$ cat src/rtl/mem_wb_register_if.sv
// MEM -> WB boundary bundle: the MEM-stage capture inputs, the registered write-back/forwarding
// outputs, and the upstream stall request. The MEM side drives through "master"; the register is "slave".
interface mem_wb_register_if #(
  parameter int DATA_W = 32,
  parameter int REG_W  = 4,
  parameter int CNT_W  = 16
);
  logic              Stall;
  logic              Flush;
  logic              MemValid;
  logic              MemReady;
  logic [DATA_W-1:0] DataIn;
  logic [DATA_W-1:0] AddressIn;
  logic              MuxController;
  logic [1:0]        DataSize;
  logic              SignedLoad;
  logic              RegWriteIn;
  logic [REG_W-1:0]  RdIn;

  logic [DATA_W-1:0] WbData;
  logic [REG_W-1:0]  WbRd;
  logic              WbRegWrite;
  logic              WbValid;
  logic              AlignFault;
  logic              StallReq;
  logic [CNT_W-1:0]  RetireCount;

  modport master (
    output Stall, Flush, MemValid, MemReady, DataIn, AddressIn,
           MuxController, DataSize, SignedLoad, RegWriteIn, RdIn,
    input  WbData, WbRd, WbRegWrite, WbValid, AlignFault, StallReq, RetireCount
  );

  modport slave (
    input  Stall, Flush, MemValid, MemReady, DataIn, AddressIn,
           MuxController, DataSize, SignedLoad, RegWriteIn, RdIn,
    output WbData, WbRd, WbRegWrite, WbValid, AlignFault, StallReq, RetireCount
  );
endinterface

$ cat src/rtl/mem_wb_register.sv
// MEM/WB pipeline register: formats the raw load word (lane select + extension), flags misaligned
// loads, and presents a registered write-back/forwarding port plus a retired-instruction counter.
module mem_wb_register #(
  parameter int DATA_W = 32,
  parameter int REG_W  = 4,
  parameter int CNT_W  = 16
) (
  input logic            Clk,
  input logic            ResetN,
  mem_wb_register_if.slave bus
);

  // What the register does on the coming edge, already resolved by priority.
  typedef enum logic [1:0] {
    ACT_CAPTURE = 2'd0,
    ACT_HOLD    = 2'd1,
    ACT_BUBBLE  = 2'd2
  } act_e;

  logic [1:0]        addr_lo;
  logic [7:0]        byte_lane [4];
  logic [15:0]       half_lane [2];
  logic [7:0]        byte_sel;
  logic [15:0]       half_sel;
  logic [DATA_W-1:0] load_fmt;
  logic [DATA_W-1:0] sel_val;
  logic              misalign;
  act_e              action;

  logic [DATA_W-1:0] wb_data_d, wb_data_q;
  logic [REG_W-1:0]  wb_rd_d, wb_rd_q;
  logic              wb_reg_write_d, wb_reg_write_q;
  logic              wb_valid_d, wb_valid_q;
  logic              align_fault_d, align_fault_q;
  logic [CNT_W-1:0]  retire_cnt_d, retire_cnt_q;

  assign addr_lo = bus.AddressIn[1:0];

  for (genvar gi = 0; gi < 4; gi++) begin : g_byte_lane
    assign byte_lane[gi] = bus.DataIn[8*gi +: 8];
  end

  for (genvar gi = 0; gi < 2; gi++) begin : g_half_lane
    assign half_lane[gi] = bus.DataIn[16*gi +: 16];
  end

  always_comb begin
    byte_sel = byte_lane[addr_lo];
    half_sel = half_lane[addr_lo[1]];
    case (bus.DataSize)
      2'b00:   load_fmt = {{(DATA_W-8){bus.SignedLoad & byte_sel[7]}}, byte_sel};
      2'b01:   load_fmt = {{(DATA_W-16){bus.SignedLoad & half_sel[15]}}, half_sel};
      default: load_fmt = bus.DataIn;
    endcase
  end

  // Byte loads can never be misaligned; encoding 11 is checked like a word.
  always_comb begin
    misalign = 1'b0;
    if (bus.MuxController) begin
      if (bus.DataSize == 2'b01)
        misalign = addr_lo[0];
      else if (bus.DataSize[1])
        misalign = (addr_lo != 2'b00);
    end
  end

  assign sel_val = bus.MuxController ? load_fmt : bus.AddressIn;

  // Flush beats Stall; Stall beats an incomplete memory access.
  always_comb begin
    action = ACT_CAPTURE;
    if (bus.Flush)
      action = ACT_BUBBLE;
    else if (bus.Stall)
      action = ACT_HOLD;
    else if (!(bus.MemValid && bus.MemReady))
      action = ACT_BUBBLE;
  end

  always_comb begin
    wb_data_d      = wb_data_q;
    wb_rd_d        = wb_rd_q;
    wb_reg_write_d = wb_reg_write_q;
    wb_valid_d     = wb_valid_q;
    align_fault_d  = align_fault_q;
    retire_cnt_d   = retire_cnt_q;
    case (action)
      ACT_BUBBLE: begin
        wb_data_d      = '0;
        wb_rd_d        = '0;
        wb_reg_write_d = 1'b0;
        wb_valid_d     = 1'b0;
        align_fault_d  = 1'b0;
      end
      ACT_CAPTURE: begin
        // A faulting load still retires, but must not write or forward data.
        wb_data_d      = misalign ? '0 : sel_val;
        wb_rd_d        = bus.RdIn;
        wb_reg_write_d = bus.RegWriteIn & ~misalign;
        wb_valid_d     = 1'b1;
        align_fault_d  = misalign;
        retire_cnt_d   = retire_cnt_q + CNT_W'(1);
      end
      default: ;
    endcase
  end

  always_ff @(posedge Clk or negedge ResetN) begin
    if (!ResetN) begin
      wb_data_q      <= '0;
      wb_rd_q        <= '0;
      wb_reg_write_q <= 1'b0;
      wb_valid_q     <= 1'b0;
      align_fault_q  <= 1'b0;
      retire_cnt_q   <= '0;
    end else begin
      wb_data_q      <= wb_data_d;
      wb_rd_q        <= wb_rd_d;
      wb_reg_write_q <= wb_reg_write_d;
      wb_valid_q     <= wb_valid_d;
      align_fault_q  <= align_fault_d;
      retire_cnt_q   <= retire_cnt_d;
    end
  end

  assign bus.WbData      = wb_data_q;
  assign bus.WbRd        = wb_rd_q;
  assign bus.WbRegWrite  = wb_reg_write_q;
  assign bus.WbValid     = wb_valid_q;
  assign bus.AlignFault  = align_fault_q;
  assign bus.RetireCount = retire_cnt_q;
  assign bus.StallReq    = bus.MemValid & ~bus.MemReady;

endmodule
$ cat src/flat_wrapper.sv
// flat-port wrapper written by rule: the top's interface ports become plain ports
module mem_wb_register_flat 
#(
  parameter int DATA_W = 32,
  parameter int REG_W  = 4,
  parameter int CNT_W  = 16
)
  (Clk, ResetN, bus_Stall, bus_Flush, bus_MemValid, bus_MemReady, bus_DataIn, bus_AddressIn, bus_MuxController, bus_DataSize, bus_SignedLoad, bus_RegWriteIn, bus_RdIn, bus_WbData, bus_WbRd, bus_WbRegWrite, bus_WbValid, bus_AlignFault, bus_StallReq, bus_RetireCount);
  mem_wb_register_if #(.DATA_W(DATA_W), .REG_W(REG_W), .CNT_W(CNT_W)) bus_i ();
  input logic Clk;
  input logic ResetN;
  input wire logic [$bits(bus_i.Stall)-1:0] bus_Stall;
  input wire logic [$bits(bus_i.Flush)-1:0] bus_Flush;
  input wire logic [$bits(bus_i.MemValid)-1:0] bus_MemValid;
  input wire logic [$bits(bus_i.MemReady)-1:0] bus_MemReady;
  input wire logic [$bits(bus_i.DataIn)-1:0] bus_DataIn;
  input wire logic [$bits(bus_i.AddressIn)-1:0] bus_AddressIn;
  input wire logic [$bits(bus_i.MuxController)-1:0] bus_MuxController;
  input wire logic [$bits(bus_i.DataSize)-1:0] bus_DataSize;
  input wire logic [$bits(bus_i.SignedLoad)-1:0] bus_SignedLoad;
  input wire logic [$bits(bus_i.RegWriteIn)-1:0] bus_RegWriteIn;
  input wire logic [$bits(bus_i.RdIn)-1:0] bus_RdIn;
  output wire logic [$bits(bus_i.WbData)-1:0] bus_WbData;
  output wire logic [$bits(bus_i.WbRd)-1:0] bus_WbRd;
  output wire logic [$bits(bus_i.WbRegWrite)-1:0] bus_WbRegWrite;
  output wire logic [$bits(bus_i.WbValid)-1:0] bus_WbValid;
  output wire logic [$bits(bus_i.AlignFault)-1:0] bus_AlignFault;
  output wire logic [$bits(bus_i.StallReq)-1:0] bus_StallReq;
  output wire logic [$bits(bus_i.RetireCount)-1:0] bus_RetireCount;
  assign bus_i.Stall = bus_Stall;
  assign bus_i.Flush = bus_Flush;
  assign bus_i.MemValid = bus_MemValid;
  assign bus_i.MemReady = bus_MemReady;
  assign bus_i.DataIn = bus_DataIn;
  assign bus_i.AddressIn = bus_AddressIn;
  assign bus_i.MuxController = bus_MuxController;
  assign bus_i.DataSize = bus_DataSize;
  assign bus_i.SignedLoad = bus_SignedLoad;
  assign bus_i.RegWriteIn = bus_RegWriteIn;
  assign bus_i.RdIn = bus_RdIn;
  assign bus_WbData = bus_i.WbData;
  assign bus_WbRd = bus_i.WbRd;
  assign bus_WbRegWrite = bus_i.WbRegWrite;
  assign bus_WbValid = bus_i.WbValid;
  assign bus_AlignFault = bus_i.AlignFault;
  assign bus_StallReq = bus_i.StallReq;
  assign bus_RetireCount = bus_i.RetireCount;
  mem_wb_register #(.DATA_W(DATA_W), .REG_W(REG_W), .CNT_W(CNT_W)) u_core (.Clk(Clk), .ResetN(ResetN), .bus(bus_i));
endmodule
$ cat config.mk
export PLATFORM = sky130hd
export DESIGN_NAME = mem_wb_register_flat
export DESIGN_NICKNAME = d
export VERILOG_FILES = /design/src/rtl/mem_wb_register_if.sv /design/src/rtl/mem_wb_register.sv /design/src/flat_wrapper.sv
export SDC_FILE = /design/constraint.sdc
export NUM_CORES = 1
export LEC_CHECK = 0
export ABC_AREA = 1
export CAP_MARGIN = 20
export CORE_MARGIN = 2
export CORE_UTILIZATION = 55
export CTS_BUF_LIST = sky130_fd_sc_hd__clkbuf_8
export CTS_CLUSTER_DIAMETER = 30
export DETAILED_ROUTE_END_ITERATION = 8
export DONT_BUFFER_PORTS = 1
export PLACE_DENSITY = 0.8
export SYNTH_ARGS = -nofsm -noshare
export SYNTH_HDL_FRONTEND = slang
export SYNTH_SLANG_ARGS = --single-unit
$ cat constraint.sdc
create_clock -name Clk -period 1.8 [get_ports Clk]
set_input_delay 0.36 -clock Clk [delete_from_list [all_inputs] [get_ports Clk]]
set_output_delay 0.36 -clock Clk [all_outputs]
set_load 0.02 [all_outputs]
==> run_results.csv, run 1 <==
group,metric,value,unit
run_status,status,"completed",
synthesis,yosysWarnings,0,
finish,drive_gt1_share,12.1,%
global_routing,grt_start_max_net_pins,56,
cts,clkSlewWorstSetupHoldPaths,0.11,ns
cts,cts_sinks,55,
finish,diodes,0,
synthesis,syn-instance-count,461,
worst_setup_path,worstSetupEndpoint,"u_core.bus.RetireCount[13]$_DFFE_PN0P_",
drt,ant_nets,0,
power_and_ir_drop,p_leak,1.87,nW
cts,htree_levels,2,
worst_setup_path,r2r_cells,7,
worst_setup_path,worst_r2r_startpoint,"u_core.bus.RetireCount[0]$_DFFE_PN0P_",
drt,drc,0,
synthesis,syn-num-nets,541,
placement,place.gp.congestion,0.914,
worst_setup_path,path_cells,"nand3_1 -> nor2_2 -> nand3_1 -> nor2_2 -> nand2_1 -> o21ai_1 -> nand2_1",
placement,dpl_worst_slack,0.159,ns
sta,finalSetupViolations,0,
drt,drtPass1Iterations,5,
cts,cts_made_buffers,5,
sta,finalCritPeriodShare,89.2,%
synthesis,synth_top_cell_area_share,41.7,%
worst_setup_path,cp_num_buf_inv,0,
global_routing,grt_pass1_vias,2803,
drt,drt_wl_total,8580,um
drt,vias,2881,
worst_setup_path,required,2.02,ns
synthesis,synth_area,3300,um2
power_and_ir_drop,p_per_area,737,nW/um2
sta,setup_slack,0.195,ns
global_routing,grt_pass1_wl,13300,um
worst_setup_path,worst-path-stages,7,
floorplanning,core_area,5850,um2
synthesis,ys_types,36,
global_routing,grt_overflow_total,0,
cts,root_buffer,"clkbuf_8",
worst_setup_path,crit_type,"reg -> reg",
synthesis,synthTopCellsByArea,"dfrtp_1 42%, nand2_1 22%, nor2_1 5.8%",
worst_setup_path,r2r_setup_slack,0.20,ns
worst_hold_path,hold_path.class,"in -> reg",
sta,finClkSkew,0.0102,ns
floorplanning,initial_core_util,56.4,%
floorplanning,rows,28,
global_routing,antenna_found_initial,0,
sta,hold_ws,0.183,ns
floorplanning,num_io_pins,135,
synthesis,synth-main-ff-cell,"dfrtp_1",
synthesis,ys_ff_latch,55,
cts,cts_tree,"built",
power_and_ir_drop,ir_drop,0.444,mV
synthesis,yosysTopAreaCell,"dfrtp_1",
placement,io_buffers,0,
worst_setup_path,crit_fanout,4,
synthesis,seq_area_frac_synth,41.7,%
worst_setup_path,critPathTopFamily,"simple AND/OR/NAND/NOR gates",
drt,routed_via_density,5.43,
synthesis,async_reset_ff_share,100,%
sta,finalMaxSlewViolations,0,
placement,dp_hpwl,6330,um
worst_setup_path,r2r_end,"u_core.bus.RetireCount[13]$_DFFE_PN0P_",
sta,rsz0062_at_grt,"no",
sta,max_freq,623,MHz
run,max_cap_viol_count,0,
sta,fin_crit,1.60,ns
sta,slew_headroom,68.0,%
floorplanning,die_area,6630,um2
cts,cts.path.max_buffers,2,
worst_setup_path,critical-path-max-stage-delay,0.54,ns
worst_setup_path,cp-start-kind,"register",
worst_setup_path,critPathLaunch,"u_core.bus.RetireCount[0]$_DFFE_PN0P_",
finish,fin_nets,535,
sta,finalHoldViolCount,0,
floorplanning,die_y,81.4,um
worst_setup_path,worst_setup_path_end_kind,"register",
global_routing,grt_util_all_layers,26.0,%
synthesis,synth_edf_count,0,
synthesis,syn_avg_cell_area,7.15,um2
floorplanning,die_w,81.4,um
drt,drt-wirelength-per-cell,16.2,um
finish,syn2layout_area_growth,4.74,%
cts,cts_setup_buffers,0,
drt,drt_iter0_markers,137,
sta,tightest_slew,0.479,ns
sta,setup_tns,0,ns
worst_setup_path,critPathSlowestCell,"dfrtp_1",
cts,worstSkewPairLatency,0.32,ns
worst_setup_path,cp_data_arrival_time,1.82,ns
-- cells in the mapped netlist (2+ instances only) --
| library cell | instances |
|---|---|
| buf_6 | 2 |
| xnor2_1 | 6 |
| dfrtp_1 | 55 |
| nand2_2 | 12 |
| o211ai_1 | 6 |
| nand3b_1 | 4 |
| inv_2 | 5 |
| or2_2 | 9 |
| buf_2 | 5 |
| clkbuf_1 | 12 |
| nor2_2 | 3 |
| o21ai_1 | 17 |
| nand3_1 | 18 |
| nand2_4 | 3 |
| a22o_1 | 5 |
| nor2_1 | 51 |
| inv_1 | 20 |
| xor2_1 | 3 |
| a21oi_1 | 11 |
| nand2_1 | 189 |
| o21ai_0 | 10 |
-- cells in the final DEF (no fill, tap or decap), types with 2 or more instances in the layout --
master | Yosys | routed
or2_2 | 9 | 9
o21ai_0 | 10 | 10
a21oi_1 | 11 | 11
inv_1 | 20 | 20
inv_2 | 5 | 5
inv_8 | 1 | 2
nand2_1 | 189 | 189
buf_4 | 1 | 6
nand2_4 | 3 | 3
nor2_2 | 3 | 4
xnor2_1 | 6 | 6
nand3_1 | 18 | 18
xor2_1 | 3 | 3
a22o_1 | 5 | 5
clkbuf_8 | 0 | 5
o21ai_1 | 17 | 17
o211ai_1 | 6 | 6
nand2_2 | 12 | 12
dfrtp_1 | 55 | 55
clkinv_4 | 0 | 2
nand3b_1 | 4 | 4
nor2_1 | 51 | 50
-- flip-flops by register name, summed over array words and instances (netlist names) --
register,flops
u_core.bus.WbValid,1
u_core.bus.AlignFault,1
u_core.bus.RetireCount,16
u_core.bus.WbRd,4
u_core.bus.WbData,32
u_core.bus.WbRegWrite,1
-- report_power, final --
group,internal (mW),switching (mW)
clock network,0.289,0.442
logic,0.149,0.246
registers,1.29,0.126
-- metal layers --
metal | vias up | share of wire, % | GRT usage [%]
met4 | 0 | 1.4 | 6.44
met1 | 1323 | 42 | 33.1
met3 | 12 | 9.7 | 8.57
met2 | 109 | 47 | 42.9
li1 | 1437 | - | -
met5 | - | 0 | 0
-- final cells by class --
| class | count | area [um2] |
|---|---|---|
| clock inverters | 3 | 28.8 |
| multi-input cells | 359 | 1700 |
| well taps | 75 | 93.8 |
| clock buffers | 5 | 68.8 |
| inverters | 26 | 105 |
| flip-flops and latches | 55 | 1380 |
| repair buffers | 8 | 82.6 |
| fillers | 579 | 2400 |
-- worst min-delay path by stage --
stage	startpoint	end	slack (ns)	cells past startpoint
after floorplan	ResetN	u_core.bus.AlignFault$_DFFE_PN0P_	0.06	0
after global placement	ResetN	u_core.bus.WbRegWrite$_DFFE_PN0P_	0.07	0
after detailed placement	ResetN	u_core.bus.WbRd[2]$_DFFE_PN0P_	0.07	0
after CTS	bus_RegWriteIn	u_core.bus.WbRegWrite$_DFFE_PN0P_	0.18	1
after global routing	bus_RdIn[0]	u_core.bus.WbRd[0]$_DFFE_PN0P_	0.16	1
final	bus_RegWriteIn	u_core.bus.WbRegWrite$_DFFE_PN0P_	0.18	1
-- what timing repair did --
item,4_1_cts,5_1_grt
resized for setup,0,0
endpoints found under the hold margin,55,0
hold buffers,2,0
-- per-stage QoR --
stage | instances | cell area [um2] | util [%] | power [mW]
global route | 531 | 3450 | 59.0 | 2.69
CTS | 531 | 3450 | 59.0 | 2.57
detailed placement | 521 | 3320 | 56.7 | 1.81
global placement | 521 | 3320 | 56.7 | 1.79
finish | 531 | 3450 | 59.0 | 2.55
floorplan | 461 | 3300 | - | 1.74
-- kinds of logic after synthesis --
family,count (synthesis),share of synthesized area [%]
AOI/OAI and AO/OA,51,8.92
xor gates and xnor gates,9,2.39
adders and majority gates,1,0.379
buffers and inverters,47,6.83
DFF,55,41.7
and+or+nand+nor,298,39.7
No activity file was read; power rests on OpenSTA's default activity.
==> run 2, diff against run 1 <==
- RECOVER_POWER: default -> 25
- clock period: 1.8 -> 1.65 ns (I/O delays scaled with it)
==> run_results.csv, run 2 (synthesis results as in run 1) <==
group,metric,value,unit
finish,largest_register_ff_count,32,
worst_setup_path,r2r_setup_slack,0.18,ns
run,max_cap_viol_count,0,
drt,routed_via_density,5.49,
finish,fin_area,3460,um2
floorplanning,rows,28,
power_and_ir_drop,power_frac_comb,17.9,%
sta,finalHoldViolCount,0,
placement,io_buffers,0,
worst_setup_path,crit_fanout,4,
floorplanning,die_y,81.4,um
worst_setup_path,cp_data_arrival_time,1.67,ns
cts,cts.path.max_buffers,2,
placement,place.gp.congestion,0.944,
drt,drt_iter0_markers,138,
sta,setup_slack,0.184,ns
power_and_ir_drop,swShare,31.9,%
sta,tightest_slew,0.804,ns
sta,setup_tns,0,ns
floorplanning,num_io_pins,135,
floorplanning,core_area,5850,um2
global_routing,grt_util_all_layers,26.2,%
finish,drive_gt1_share,13.0,%
power_and_ir_drop,p_sw,0.892,mW
sta,hold_ws,0.159,ns
floorplanning,die_area,6630,um2
floorplanning,initial_core_util,56.4,%
placement,dp_hpwl,6310,um
finish,final_cell_mix,"189 x nand2_1, 55 x dfrtp_1, 50 x nor2_1, 20 x inv_1, 18 x nand3_1",
sta,finClkSkew,0.00825,ns
power_and_ir_drop,sequentialPowerShare,54.2,%
power_and_ir_drop,p_per_area,808,nW/um2
power_and_ir_drop,intPower,1.91,mW
cts,root_buffer,"clkbuf_8",
sta,finalSetupViolations,0,
sta,slew_headroom,46.4,%
finish,fill_cells,573,
global_routing,antenna_found_initial,0,
worst_hold_path,hold_path.class,"in -> reg",
placement,place_area,3360,um2
drt,drt-wirelength-per-cell,16.1,um
finish,final_common_cell,"nand2_1",
worst_setup_path,crit_type,"reg -> reg",
drt,drtPass1Iterations,7,
global_routing,grt_pass1_wl,13200,um
global_routing,grt_start_max_net_pins,56,
drt,drc,0,
sta,finalMaxSlewViolations,0,
power_and_ir_drop,finalPower,2.80,mW
cts,worstSkewPairLatency,0.31,ns
worst_hold_path,worstHoldEndpoint,"u_core.bus.WbData[5]$_DFFE_PN0P_",
worst_setup_path,r2r_end,"u_core.bus.RetireCount[13]$_DFFE_PN0P_",
placement,dpl_worst_slack,0.105,ns
cts,cts_sinks,55,
worst_setup_path,r2r_cells,7,
finish,fin_nets,540,
cts,cts_made_buffers,5,
sta,finalCritPeriodShare,88.9,%
cts,cts_setup_buffers,0,
worst_setup_path,required,1.85,ns
power_and_ir_drop,power.share.clock,27.9,%
worst_setup_path,worst_r2r_startpoint,"u_core.bus.RetireCount[0]$_DFFE_PN0P_",
worst_hold_path,holdCritStartpoint,"bus_AddressIn[5]",
global_routing,grt_pass1_vias,2735,
cts,cts_tree,"built",
sta,max_freq,682,MHz
drt,vias,2945,
run_status,status,"completed",
cts,clkSlewWorstSetupHoldPaths,0.11,ns
power_and_ir_drop,p_leak,1.89,nW
global_routing,grt_overflow_total,0,
drt,ant_nets,0,
sta,fin_crit,1.47,ns
finish,syn2layout_area_growth,5.01,%
worst_setup_path,cp-start-kind,"register",
floorplanning,die_w,81.4,um
finish,diodes,0,
sta,rsz0062_at_grt,"no",
drt,drt_wl_total,8640,um
worst_hold_path,hold_depth,2,
power_and_ir_drop,ir_drop,0.510,mV
cts,htree_levels,2,
worst_setup_path,worst_setup_path_end_kind,"register",
==> run 2: changes by cell type in the layout (fill, tap and decap cells not counted), sizes merged <==
cell,delta
buf,+3
clkbuf,+2
==> run 2: critical path, cell delays in order, from the launching register on <==
cell	delay, ns
dfrtp_1	0.43
nand3_1	0.12
nor2_2	0.19
nand3_1	0.19
nor2_2	0.16
nand2_1	0.10
o21ai_1	0.12
nand2_1	0.06
==> run 2: how the worst max path moves through the flow <==
stage | depth (start not counted) | end | from
final | 7 | u_core.bus.RetireCount[13]$_DFFE_PN0P_ | u_core.bus.RetireCount[0]$_DFFE_PN0P_
after global routing | 7 | u_core.bus.RetireCount[13]$_DFFE_PN0P_ | u_core.bus.RetireCount[0]$_DFFE_PN0P_
after CTS | 7 | u_core.bus.RetireCount[13]$_DFFE_PN0P_ | u_core.bus.RetireCount[0]$_DFFE_PN0P_
after detailed placement | 8 | u_core.bus.RetireCount[13]$_DFFE_PN0P_ | bus_Stall
after global placement | 8 | u_core.bus.RetireCount[15]$_DFFE_PN0P_ | bus_Stall
after floorplan | 7 | u_core.bus.RetireCount[13]$_DFFE_PN0P_ | u_core.bus.RetireCount[2]$_DFFE_PN0P_
==> run 2: timing repair <==
action,CTS,global route
gates resized for setup,0,0
hold endpoints to repair,55,0
hold buffers,2,0
==> run 2: power by group through the flow <==
stage	sequential [mW]	clock, mW	combinational [mW]
3_3_place_gp	1.53	0	0.460
5_1_grt	1.53	0.867	0.553
2_1_floorplan	1.58	0	0.320
6_report	1.52	0.780	0.501
3_5_place_dp	1.54	0	0.474
4_1_cts	1.52	0.808	0.513
==> run 2: final cells by class <==
class | instances | area [um2] | share of cell area [%]
clock buffers | 5 | 68.8 | 1.99
repair buffers | 13 | 97.6 | 2.82
multi-input cells | 359 | 1700 | 49.0
clock inverters | 3 | 22.5 | 0.651
well taps | 75 | 93.8 | 2.71
flip-flops and latches | 55 | 1380 | 39.8
inverters | 26 | 105 | 3.04
==> run 2: metal layers <==
layer	vias to the layer above	global-route usage, %	wire, um
li1	1445	-	-
met1	1338	33.5	3590
met2	141	40.9	3950
met3	21	8.90	885
met4	0	10.0	219
met5	-	0	0
==> run 2: through the flow <==
stage                     utilization, %  std cells
after global routing                59.2        536
after floorplan                        -        461
after global placement              57.4        526
after detailed placement            57.4        526
final                               59.2        536
after CTS                           59.6        536
==> run 3, diff against run 2 <==
- CORE_UTILIZATION: 55 -> 50
- PLACE_DENSITY: 0.8 -> 0.75
==> run_results.csv, run 3 (synthesis results as in run 1) <==
group,metric,value,unit
finish,post_layout_nonfiller_instances,536,
worst_hold_path,hold_path.class,"in -> reg",
floorplanning,initial_core_util,51.9,%
placement,io_buffers,0,
drt,drt_iter0_markers,145,
worst_setup_path,path_cells,"ha_1 -> nand4_2 -> nor3_4 -> nand2_1 -> nand2_1 -> nand2_1",
global_routing,antenna_found_initial,0,
floorplanning,rows,29,
placement,dpl_worst_slack,0.0534,ns
finish,finish.utilization,54.8,%
worst_setup_path,worst_r2r_startpoint,"u_core.bus.RetireCount[0]$_DFFE_PN0P_",
drt,drt-wirelength-per-cell,16.7,um
placement,place.gp.congestion,0.923,
cts,cts_tree,"built",
floorplanning,die_w,85.2,um
placement,dp_hpwl,6550,um
worst_setup_path,required,1.86,ns
finish,final_cell_mix,"189 x nand2_1, 55 x dfrtp_1, 50 x nor2_1, 20 x inv_1, 18 x nand3_1",
sta,fin_crit,1.46,ns
floorplanning,die_area,7260,um2
sta,slew_headroom,49.2,%
sta,hold_ws,0.144,ns
worst_setup_path,cp_data_arrival_time,1.67,ns
finish,largest_register_ff_count,32,
finish,fill_cells,641,
drt,drtPass1Iterations,4,
sta,finalCritPeriodShare,88.7,%
worst_setup_path,critPathLaunch,"u_core.bus.RetireCount[0]$_DFFE_PN0P_",
run_status,status,"completed",
cts,cts.path.max_buffers,2,
cts,clkSlewWorstSetupHoldPaths,0.10,ns
worst_setup_path,critPathMostFrequentCell,"nand2_1",
sta,finClkSkew,0.00787,ns
floorplanning,die_y,85.2,um
sta,finalHoldViolCount,0,
cts,cts_made_buffers,5,
sta,finalMaxSlewViolations,0,
power_and_ir_drop,ir_drop,0.600,mV
cts,htree_levels,2,
worst_setup_path,crit_fanout,7,
global_routing,grt_overflow_total,0,
sta,rsz0062_at_grt,"no",
finish,fin_nets,539,
cts,cts_sinks,55,
global_routing,grt_start_max_net_pins,56,
global_routing,grt_pass1_vias,2889,
finish,final_common_cell,"nand2_1",
worst_setup_path,crit_type,"reg -> reg",
finish,multi_input_area,1700,um2
cts,root_buffer,"clkbuf_8",
cts,worstSkewPairLatency,0.31,ns
sta,max_freq,683,MHz
finish,diodes,0,
finish,syn2layout_area_growth,5.54,%
worst_setup_path,worst_setup_path_end_kind,"register",
worst_setup_path,cp_num_buf_inv,0,
finish,drive_gt1_share,12.6,%
worst_hold_path,holdCritStartpoint,"bus_RdIn[1]",
global_routing,grt_util_all_layers,24.9,%
drt,routed_via_density,5.48,
drt,drc,0,
global_routing,grt_pass1_wl,14500,um
sta,tightest_slew,0.763,ns
worst_setup_path,cp-start-kind,"register",
drt,drt_wl_total,8950,um
cts,cts_resized,0,
finish,register_area,1380,um2
drt,ant_nets,0,
run,max_cap_viol_count,0,
drt,vias,2938,
floorplanning,core_area,6350,um2
worst_setup_path,critical-path-max-stage-delay,0.44,ns
sta,setup_tns,0,ns
worst_setup_path,critPathSlowestCell,"dfrtp_1",
cts,cts_setup_buffers,0,
power_and_ir_drop,p_per_area,839,nW/um2
placement,dp_cells,527,
sta,setup_slack,0.186,ns
floorplanning,num_io_pins,135,
worst_setup_path,critPathTopFamily,"simple AND/OR/NAND/NOR gates",
power_and_ir_drop,p_leak,1.88,nW
sta,finalSetupViolations,0,
[run 3: changes by cell type in the layout (fill, tap and decap cells not counted), sizes merged]
cell and change:
inv -1, bufinv +1, clkinvlp +1, clkinv -2
clkbuf -1
[run 3: repair_timing]
action,4_1_cts,5_1_grt
endpoints found under the setup margin,0,0
endpoints found under the hold margin,55,0
hold buffers,2,0
[run 3: area by class of cell]
type / instances / share of cell area, %
clock buffers: 5 / 1.98
clock inverters: 2 / 1.08
inverters: 26 / 3.02
multi-input cells: 359 / 48.9
flip-flops and latches: 55 / 39.6
well taps: 77 / 2.77
repair buffers: 12 / 2.66
[run 3: worst paths after layout]
check / slack (ns) / endpoint / cells past startpoint
worst min register to register: 0.56 / u_core.bus.RetireCount[0]$_DFFE_PN0P_ / 1
worst min-delay path: 0.14 / u_core.bus.WbRd[1]$_DFFE_PN0P_ / 1
max in group asynchronous: 0.44 / u_core.bus.RetireCount[13]$_DFFE_PN0P_ / 2
min in group asynchronous: 0.71 / u_core.bus.WbData[15]$_DFFE_PN0P_ / 2
worst max register to register: 0.19 / u_core.bus.RetireCount[10]$_DFFE_PN0P_ / 6
worst max-delay path: 0.19 / u_core.bus.RetireCount[10]$_DFFE_PN0P_ / 6
[run 3: metrics by stage]
stage | instance area (um2) | total power [mW]
floorplan | 3300 | 1.90
global placement | 3360 | 2.00
detailed placement | 3360 | 2.01
CTS | 3500 | 2.95
global route | 3480 | 3.05
finish | 3480 | 2.92
[run 3: per-layer routing]
| layer | share of wire (%) | GRT usage, % | up-vias |
|---|---|---|---|
| li1 | - | - | 1439 |
| met1 | 41 | 31.6 | 1347 |
| met2 | 47 | 41.1 | 141 |
| met3 | 11 | 8.75 | 11 |
| met4 | 1.2 | 5.77 | 0 |
| met5 | 0 | 0 | - |
[run 3: power breakdown]
| group | leakage (nW) | switching (mW) | internal (mW) |
|---|---|---|---|
| Combinational | 1.09 | 0.311 | 0.191 |
| Clock | 0.0502 | 0.457 | 0.445 |
| Sequential | 0.748 | 0.104 | 1.41 |
